`src/rtl/id_ex_stage_if.sv`:
```
// ---------------------------------------------------------------------------
// id_ex_stage_if
// Bundle of every signal between the decode side, the forwarding sources and
// the ID/EX pipeline register. clk and rst are not part of the bundle.
//
// Handshake: there is no valid/ready pair on this stage. id_valid marks a real
// instruction in decode; ex_stall is a level hold request from downstream;
// stall_id is the stage's combinational request to freeze PC and IF/ID.
// An instruction is accepted on a rising edge only when flush, ex_stall and
// the load-use condition are all low.
//
// Modports:
//   master - decode/hazard side: drives id_*, mem_fwd, wb_fwd, flush, ex_stall
//            and observes stall_id and ex_*.
//   slave  - the pipeline register itself (id_ex_stage).
// ---------------------------------------------------------------------------
interface id_ex_stage_if;
   logic        id_valid;
   logic [31:0] id_rs_data;
   logic [31:0] id_rt_data;
   logic [31:0] id_imm;
   logic [14:0] id_regs;        // {rs, rt, dest}
   logic [4:0]  id_shamt;
   logic [4:0]  id_aluc;
   logic [4:0]  id_ctrl;        // {alusrc, rt_used, regwrite, memread, memwrite}
   logic [37:0] mem_fwd;        // {regwrite, rd, result} from EX/MEM
   logic [37:0] wb_fwd;         // {regwrite, rd, result} from MEM/WB
   logic        flush;
   logic        ex_stall;
   logic        stall_id;
   logic        ex_valid;
   logic [31:0] ex_a;
   logic [31:0] ex_b;
   logic [4:0]  ex_shamt;
   logic [4:0]  ex_aluc;
   logic [4:0]  ex_rd;
   logic [2:0]  ex_ctrl;        // {regwrite, memread, memwrite}
   logic [31:0] ex_store_data;

   modport master (
      output id_valid, id_rs_data, id_rt_data, id_imm, id_regs, id_shamt,
             id_aluc, id_ctrl, mem_fwd, wb_fwd, flush, ex_stall,
      input  stall_id, ex_valid, ex_a, ex_b, ex_shamt, ex_aluc, ex_rd,
             ex_ctrl, ex_store_data
   );

   modport slave (
      input  id_valid, id_rs_data, id_rt_data, id_imm, id_regs, id_shamt,
             id_aluc, id_ctrl, mem_fwd, wb_fwd, flush, ex_stall,
      output stall_id, ex_valid, ex_a, ex_b, ex_shamt, ex_aluc, ex_rd,
             ex_ctrl, ex_store_data
   );
endinterface

```
`src/rtl/id_ex_stage.sv`:
```
// ---------------------------------------------------------------------------
// id_ex_stage
// ID/EX pipeline register with operand forwarding and load-use detection.
//
// Ports:
//   clk  - rising-edge clock
//   rst  - asynchronous active-high reset, clears every registered field
//   bus  - id_ex_stage_if.slave: decode inputs, forwarding buses, flush,
//          ex_stall in; stall_id and the registered/forwarded ex_* out
//
// Edge priority: flush > ex_stall (hold) > load-use bubble > normal load.
// Forwarding is applied after the register, so a result that appears on
// mem_fwd/wb_fwd while the instruction sits in EX still reaches ex_a/ex_b.
// ---------------------------------------------------------------------------
module id_ex_stage (
   input logic          clk,
   input logic          rst,
   id_ex_stage_if.slave bus
);

   logic        valid_q,   valid_d;
   logic [31:0] rs_data_q, rs_data_d;
   logic [31:0] rt_data_q, rt_data_d;
   logic [31:0] imm_q,     imm_d;
   logic [4:0]  rs_q,      rs_d;
   logic [4:0]  rt_q,      rt_d;
   logic [4:0]  rd_q,      rd_d;
   logic [4:0]  shamt_q,   shamt_d;
   logic [4:0]  aluc_q,    aluc_d;
   logic        alusrc_q,  alusrc_d;
   logic [2:0]  ctrl_q,    ctrl_d;

   logic [31:0] fwd_rs;
   logic [31:0] fwd_rt;
   logic        load_use;

   // Newest producer wins: EX/MEM is younger than MEM/WB. r0 never forwards.
   function automatic logic [31:0] fwd_sel(input logic [4:0]  idx,
                                           input logic [31:0] regval,
                                           input logic [37:0] mem_src,
                                           input logic [37:0] wb_src);
      logic [31:0] r;
      r = regval;
      if (idx != 5'd0) begin
         if (mem_src[37] && (mem_src[36:32] == idx)) begin
            r = mem_src[31:0];
         end else if (wb_src[37] && (wb_src[36:32] == idx)) begin
            r = wb_src[31:0];
         end
      end
      return r;
   endfunction

   assign fwd_rs = fwd_sel(rs_q, rs_data_q, bus.mem_fwd, bus.wb_fwd);
   assign fwd_rt = fwd_sel(rt_q, rt_data_q, bus.mem_fwd, bus.wb_fwd);

   // A load in EX cannot forward its data yet; an ID consumer must wait.
   assign load_use = valid_q && ctrl_q[1] && (rd_q != 5'd0) && bus.id_valid &&
                     ((rd_q == bus.id_regs[14:10]) ||
                      (bus.id_ctrl[3] && (rd_q == bus.id_regs[9:5])));

   always_comb begin
      valid_d   = valid_q;
      rs_data_d = rs_data_q;
      rt_data_d = rt_data_q;
      imm_d     = imm_q;
      rs_d      = rs_q;
      rt_d      = rt_q;
      rd_d      = rd_q;
      shamt_d   = shamt_q;
      aluc_d    = aluc_q;
      alusrc_d  = alusrc_q;
      ctrl_d    = ctrl_q;
      if (bus.flush || (!bus.ex_stall && load_use)) begin
         valid_d = 1'b0;
         ctrl_d  = 3'b000;
         aluc_d  = 5'b00000;
         rd_d    = 5'd0;
      end else if (bus.ex_stall) begin
         // Capture forwarded values so they survive once the source moves on.
         rs_data_d = fwd_rs;
         rt_data_d = fwd_rt;
      end else begin
         valid_d   = bus.id_valid;
         rs_data_d = bus.id_rs_data;
         rt_data_d = bus.id_rt_data;
         imm_d     = bus.id_imm;
         rs_d      = bus.id_regs[14:10];
         rt_d      = bus.id_regs[9:5];
         rd_d      = bus.id_regs[4:0];
         shamt_d   = bus.id_shamt;
         aluc_d    = bus.id_aluc;
         alusrc_d  = bus.id_ctrl[4];
         ctrl_d    = bus.id_valid ? bus.id_ctrl[2:0] : 3'b000;
      end
   end

   always_ff @(posedge clk or posedge rst) begin
      if (rst) begin
         valid_q   <= 1'b0;
         rs_data_q <= 32'd0;
         rt_data_q <= 32'd0;
         imm_q     <= 32'd0;
         rs_q      <= 5'd0;
         rt_q      <= 5'd0;
         rd_q      <= 5'd0;
         shamt_q   <= 5'd0;
         aluc_q    <= 5'd0;
         alusrc_q  <= 1'b0;
         ctrl_q    <= 3'b000;
      end else begin
         valid_q   <= valid_d;
         rs_data_q <= rs_data_d;
         rt_data_q <= rt_data_d;
         imm_q     <= imm_d;
         rs_q      <= rs_d;
         rt_q      <= rt_d;
         rd_q      <= rd_d;
         shamt_q   <= shamt_d;
         aluc_q    <= aluc_d;
         alusrc_q  <= alusrc_d;
         ctrl_q    <= ctrl_d;
      end
   end

   assign bus.stall_id      = load_use || bus.ex_stall;
   assign bus.ex_valid      = valid_q;
   assign bus.ex_a          = fwd_rs;
   assign bus.ex_store_data = fwd_rt;
   assign bus.ex_b          = alusrc_q ? imm_q : fwd_rt;
   assign bus.ex_shamt      = shamt_q;
   assign bus.ex_aluc       = aluc_q;
   assign bus.ex_rd         = rd_q;
   assign bus.ex_ctrl       = ctrl_q;

endmodule

```
`src/flat_wrapper.sv`:
```
// flat-port wrapper written by rule: the top's interface ports become plain ports
module id_ex_stage_flat 
  (clk, rst, bus_id_valid, bus_id_rs_data, bus_id_rt_data, bus_id_imm, bus_id_regs, bus_id_shamt, bus_id_aluc, bus_id_ctrl, bus_mem_fwd, bus_wb_fwd, bus_flush, bus_ex_stall, bus_stall_id, bus_ex_valid, bus_ex_a, bus_ex_b, bus_ex_shamt, bus_ex_aluc, bus_ex_rd, bus_ex_ctrl, bus_ex_store_data);
  id_ex_stage_if bus_i ();
  input logic clk;
  input logic rst;
  input wire logic [$bits(bus_i.id_valid)-1:0] bus_id_valid;
  input wire logic [$bits(bus_i.id_rs_data)-1:0] bus_id_rs_data;
  input wire logic [$bits(bus_i.id_rt_data)-1:0] bus_id_rt_data;
  input wire logic [$bits(bus_i.id_imm)-1:0] bus_id_imm;
  input wire logic [$bits(bus_i.id_regs)-1:0] bus_id_regs;
  input wire logic [$bits(bus_i.id_shamt)-1:0] bus_id_shamt;
  input wire logic [$bits(bus_i.id_aluc)-1:0] bus_id_aluc;
  input wire logic [$bits(bus_i.id_ctrl)-1:0] bus_id_ctrl;
  input wire logic [$bits(bus_i.mem_fwd)-1:0] bus_mem_fwd;
  input wire logic [$bits(bus_i.wb_fwd)-1:0] bus_wb_fwd;
  input wire logic [$bits(bus_i.flush)-1:0] bus_flush;
  input wire logic [$bits(bus_i.ex_stall)-1:0] bus_ex_stall;
  output wire logic [$bits(bus_i.stall_id)-1:0] bus_stall_id;
  output wire logic [$bits(bus_i.ex_valid)-1:0] bus_ex_valid;
  output wire logic [$bits(bus_i.ex_a)-1:0] bus_ex_a;
  output wire logic [$bits(bus_i.ex_b)-1:0] bus_ex_b;
  output wire logic [$bits(bus_i.ex_shamt)-1:0] bus_ex_shamt;
  output wire logic [$bits(bus_i.ex_aluc)-1:0] bus_ex_aluc;
  output wire logic [$bits(bus_i.ex_rd)-1:0] bus_ex_rd;
  output wire logic [$bits(bus_i.ex_ctrl)-1:0] bus_ex_ctrl;
  output wire logic [$bits(bus_i.ex_store_data)-1:0] bus_ex_store_data;
  assign bus_i.id_valid = bus_id_valid;
  assign bus_i.id_rs_data = bus_id_rs_data;
  assign bus_i.id_rt_data = bus_id_rt_data;
  assign bus_i.id_imm = bus_id_imm;
  assign bus_i.id_regs = bus_id_regs;
  assign bus_i.id_shamt = bus_id_shamt;
  assign bus_i.id_aluc = bus_id_aluc;
  assign bus_i.id_ctrl = bus_id_ctrl;
  assign bus_i.mem_fwd = bus_mem_fwd;
  assign bus_i.wb_fwd = bus_wb_fwd;
  assign bus_i.flush = bus_flush;
  assign bus_i.ex_stall = bus_ex_stall;
  assign bus_stall_id = bus_i.stall_id;
  assign bus_ex_valid = bus_i.ex_valid;
  assign bus_ex_a = bus_i.ex_a;
  assign bus_ex_b = bus_i.ex_b;
  assign bus_ex_shamt = bus_i.ex_shamt;
  assign bus_ex_aluc = bus_i.ex_aluc;
  assign bus_ex_rd = bus_i.ex_rd;
  assign bus_ex_ctrl = bus_i.ex_ctrl;
  assign bus_ex_store_data = bus_i.ex_store_data;
  id_ex_stage u_core (.clk(clk), .rst(rst), .bus(bus_i));
endmodule
```
`config.mk`:
```
export PLATFORM = sky130hd
export DESIGN_NAME = id_ex_stage_flat
export DESIGN_NICKNAME = d
export VERILOG_FILES = /design/src/rtl/id_ex_stage_if.sv /design/src/rtl/id_ex_stage.sv /design/src/flat_wrapper.sv
export SDC_FILE = /design/constraint.sdc
export NUM_CORES = 1
export LEC_CHECK = 0
export ABC_AREA = 0
export CAP_MARGIN = 20
export CORE_ASPECT_RATIO = 0.5
export CORE_MARGIN = 4
export CORE_UTILIZATION = 45
export DETAILED_ROUTE_END_ITERATION = 7
export GPL_ROUTABILITY_DRIVEN = 0
export HOLD_SLACK_MARGIN = 0.06
export PLACE_DENSITY = 0.82
export REMOVE_ABC_BUFFERS = 1
export SYNTH_ARGS = -nofsm -noshare
export SYNTH_HDL_FRONTEND = slang
export SYNTH_SLANG_ARGS = --single-unit
```
`constraint.sdc`:
```
create_clock -name clk -period 4.9 [get_ports clk]
set_input_delay 0.49 -clock clk [delete_from_list [all_inputs] [get_ports clk]]
set_output_delay 0.49 -clock clk [all_outputs]
set_load 0.03 [all_outputs]
```
==> run_results.csv <==
group,metric,value,unit
grt,grt_max_degree,85,
cts,cts-resized-gates,0,
yosys,synth-seq-area-share,38.5,%
yosys,avgSynthCellArea,10.1,µm²
yosys,ys_ff_latch,126,
critical_path,timing.rr.end,"u_core.rt_data_q[27]$_DFFE_PP0N_",
sta,post-route-period-util,88.3,%
critical_path,reg2reg_from,"u_core.rt_q[0]$_DFFE_PP0P_",
yosys,synth_compound_area_share,20.0,%
sta,setup_viol,0,
critical_path,cpMostUsedCell,"clkdlybuf4s50_1",
critical_path,path_cells,"clkdlybuf4s50_1 > xnor2_1 > nand4_1 > a311oi_4 > buf_4 > and3_1 > a211oi_2 > o21ai_0 > clkdlybuf4s50_1",
floorplanning,fp-row-count,34,
worst_hold_path,min_to,"u_core.imm_q[1]$_DFFE_PP0P_",
cts,cts.clk_slew.worst_paths,0.05,ns
power_and_ir_drop,p_int,2.84,mW
worst_hold_path,whs_path_depth,1,
run_status,status,"completed",
final_layout,final_common_cell,"clkdlybuf4s50_1",
sta,timing.setup.tns,0,ns
sta,timing.slew.headroom,33.5,%
floorplanning,io_pins,323,
yosys,synth_top_family_by_area,"simple AND/OR/NAND/NOR gates",
power_and_ir_drop,p_leak,5.51,nW
critical_path,max_stage_delay,0.92,ns
yosys,synthAdderAreaFrac,0,%
critical_path,cp-start-kind,"primary input",
sta,skew,0.0106,ns
power_and_ir_drop,p_switching,1.43,mW
sta,hold_viol,0,
yosys,yosysWarnings,0,
yosys,ys.flop_type,"dfrtp_1",
yosys,synthSimpleGateAreaFrac,21.9,%
cts,ctsHoldBuffers,0,
critical_path,rr_worst_depth,7,
power_and_ir_drop,vdd_drop_max,0.000262,V
cts,cts_buffers,17,
grt,grt_antenna_before_repair,0,
floorplanning,core-area,17600,µm²
critical_path,cp.required,4.41,ns
cts,clk_latency,0.42,ns
final_layout,drive_gt1_share,17.1,%
sta,rsz0062_at_grt,"no",
drt,drt_pass1_iterations,5,
worst_hold_path,hold_class,"reg2reg",
yosys,synthCells,807,
yosys,ys_types,46,
grt,overflow,0,
floorplanning,fp.dieH,103,µm
grt,grt_pass1_wl,44100,µm
drt,routed_wl,29000,µm
floorplanning,die_area,20600,µm²
grt,grt_pass1_vias,7850,
placement,io_buffers,322,
final_layout,postLayoutCoreUtil,69.2,%
final_layout,final_cell_area,12200,µm²
critical_path,end_kind,"output pin",
grt,grt.total_usage,27.5,%
drt,vias,7552,
yosys,synth_area,8190,µm²
drt,viasPerCell,5.64,
placement,place_hpwl,20100,µm
power_and_ir_drop,combPwrFrac,38.1,%
final_layout,final_cell_mix,"clkdlybuf4s50_1, dfrtp_1, and3_1",
power_and_ir_drop,finalPower,4.28,mW
drt,drc,0,
floorplanning,chipWidth,199,µm
critical_path,arrival,3.84,ns
sta,worst_slack,0.573,ns
cts,h-tree-depth,4,
yosys,synth_mux_area_share,10.5,%
sta,max_freq,231,MHz
drt,ant_nets,0,
placement,dpl_worst_slack,0.588,ns
cts,tritoncts,"yes",
yosys,synth-xor-area-share,3.21,%
critical_path,crit_type,"in2out",
yosys,async_flop_share,100,%
final_layout,fillerInstances,1351,
cts,clock-sinks,126,
sta,post-route-min-period,4.33,ns
critical_path,cp_slowest_cell,"a311oi_4",
power_and_ir_drop,seq_power_share,30.4,%
drt,post_drt_wl_per_cell,21.7,µm
critical_path,reg2reg_setup_slack,2.11,ns
cts,root_buffer,"clkbuf_16",
cts,cts_buffer_depth,2,
yosys,synth_edf_count,0,
final_layout,fin_nets,1300,
sta,max_slew.worst_pin.slew,0.997,ns
run,drv_cap,0,
drt,drt-initial-drc-count,380,
critical_path,cp_max_fo,18,
final_layout,n_antenna_cell,0,
power_and_ir_drop,powerDensity,351,nW/µm²
power_and_ir_drop,p_clk_share,31.5,%
cts,postCtsSetupBuffers,0,
sta,drv_slew,0,
placement,place_area,11500,µm²
floorplanning,initial_utilization,46.5,%
final_layout,syn2layout_area_growth,48.7,%
power_and_ir_drop,p_sw_share,33.5,%
worst_hold_path,hp-start,"u_core.imm_q[1]$_DFFE_PP0P_",
-- worst max-delay path: cells and delay by family --
family | cells | cell delay [ns]
AO/OA/AOI/OAI | 3 | 1.15
XOR/XNOR | 1 | 0.23
buffers and inverters | 3 | 1.52
AND/OR/NAND/NOR | 2 | 0.43
-- stage by stage --
step                      instances  hold slack, ns
after CTS                      1338           0.495
after global routing           1340           0.514
after detailed placement       1306           0.480
final                          1340           0.492
after global placement         1306           0.467
after floorplan                 736           0.458
-- cell families (layout without fill, tap and decap cells) --
group,Yosys count,in the layout
muxes,80,80
xor gates and xnor gates,30,30
DFF,126,126
buffers and inverters,105,404
AOI/OAI and AO/OA,181,181
and+or+nand+nor,285,285
-- flip-flops by register name (all words and copies together), names as in the netlist, 3 cells and up --
register / cells
u_core.rs_q: 5
u_core.bus.ex_aluc: 5
u_core.imm_q: 32
u_core.rt_q: 5
u_core.bus.ex_ctrl: 3
u_core.bus.ex_rd: 5
u_core.bus.ex_shamt: 5
u_core.rt_data_q: 32
u_core.rs_data_q: 32
-- worst max-delay path by stage --
stage / depth (start not counted) / startpoint / endpoint / slack [ns]
3_5_place_dp: 9 / bus_wb_fwd[34] / bus_ex_b[14] / 0.59
5_1_grt: 9 / bus_wb_fwd[33] / bus_ex_b[17] / 0.43
6_report: 9 / bus_wb_fwd[34] / bus_ex_b[14] / 0.57
3_3_place_gp: 9 / bus_wb_fwd[34] / bus_ex_b[17] / 0.73
4_1_cts: 9 / bus_wb_fwd[34] / bus_ex_b[14] / 0.59
2_1_floorplan: 5 / u_core.bus.ex_rd[1]$_DFFE_PP0P_ / u_core.rt_data_q[11]$_DFFE_PP0N_ / -0.32
-- final cells by class --
| type | instances | area [µm²] | share of cell area (%) |
|---|---|---|---|
| tap | 234 | 293 | 2.40 |
| timing repair buffer | 338 | 3380 | 27.7 |
| inverter | 34 | 130 | 1.07 |
| multi-input combinational | 576 | 4620 | 37.9 |
| clock buffer | 25 | 475 | 3.90 |
| clock inverter | 7 | 135 | 1.11 |
| sequential | 126 | 3150 | 25.9 |
-- per-layer routing --
| metal | track usage, % | vias up | part of all wire (%) |
|---|---|---|---|
| met5 | 0 | - | 0 |
| met3 | 4.82 | 59 | 4.4 |
| li1 | - | 3500 | - |
| met2 | 47.0 | 219 | 50 |
| met1 | 35.2 | 3774 | 42 |
| met4 | 11.6 | 0 | 3.5 |
-- synth_stat cells (2+ instances only) --
master / number / area share [%]
dfrtp_1: 126 / 38
and3_1: 65 / 5.0
nor2b_1: 65 / 5.0
clkbuf_1: 44 / 2.0
nand2_1: 39 / 1.8
mux2_2: 38 / 5.2
o21ai_0: 36 / 2.2
inv_1: 34 / 1.6
a211o_1: 32 / 3.4
and3b_1: 32 / 3.4
mux2i_1: 32 / 3.9
or3_1: 32 / 2.4
a211oi_2: 31 / 4.7
or2_2: 31 / 2.4
o21ai_1: 29 / 1.8
o221a_2: 21 / 2.9
xnor2_1: 18 / 1.9
buf_2: 16 / 0.98
a22o_1: 13 / 1.4
xor2_1: 12 / 1.3
o221a_4: 11 / 2.7
mux2_1: 10 / 1.4
buf_6: 8 / 1.1
nor2_1: 4 / 0.18
a211oi_1: 2 / 0.18
buf_4: 2 / 0.18
nand3_1: 2 / 0.12
nand4_1: 2 / 0.15
nor3_1: 2 / 0.12
nor4_1: 2 / 0.15
-- power by group through the flow --
stage	Combinational (mW)	Sequential (mW)	Clock [mW]
floorplan	0.901	1.32	0
global placement	1.58	1.32	0
detailed placement	1.60	1.33	0
CTS	1.61	1.32	1.36
global route	1.72	1.32	1.41
finish	1.63	1.30	1.35
Note: power is estimated with default switching activity, not from simulation.
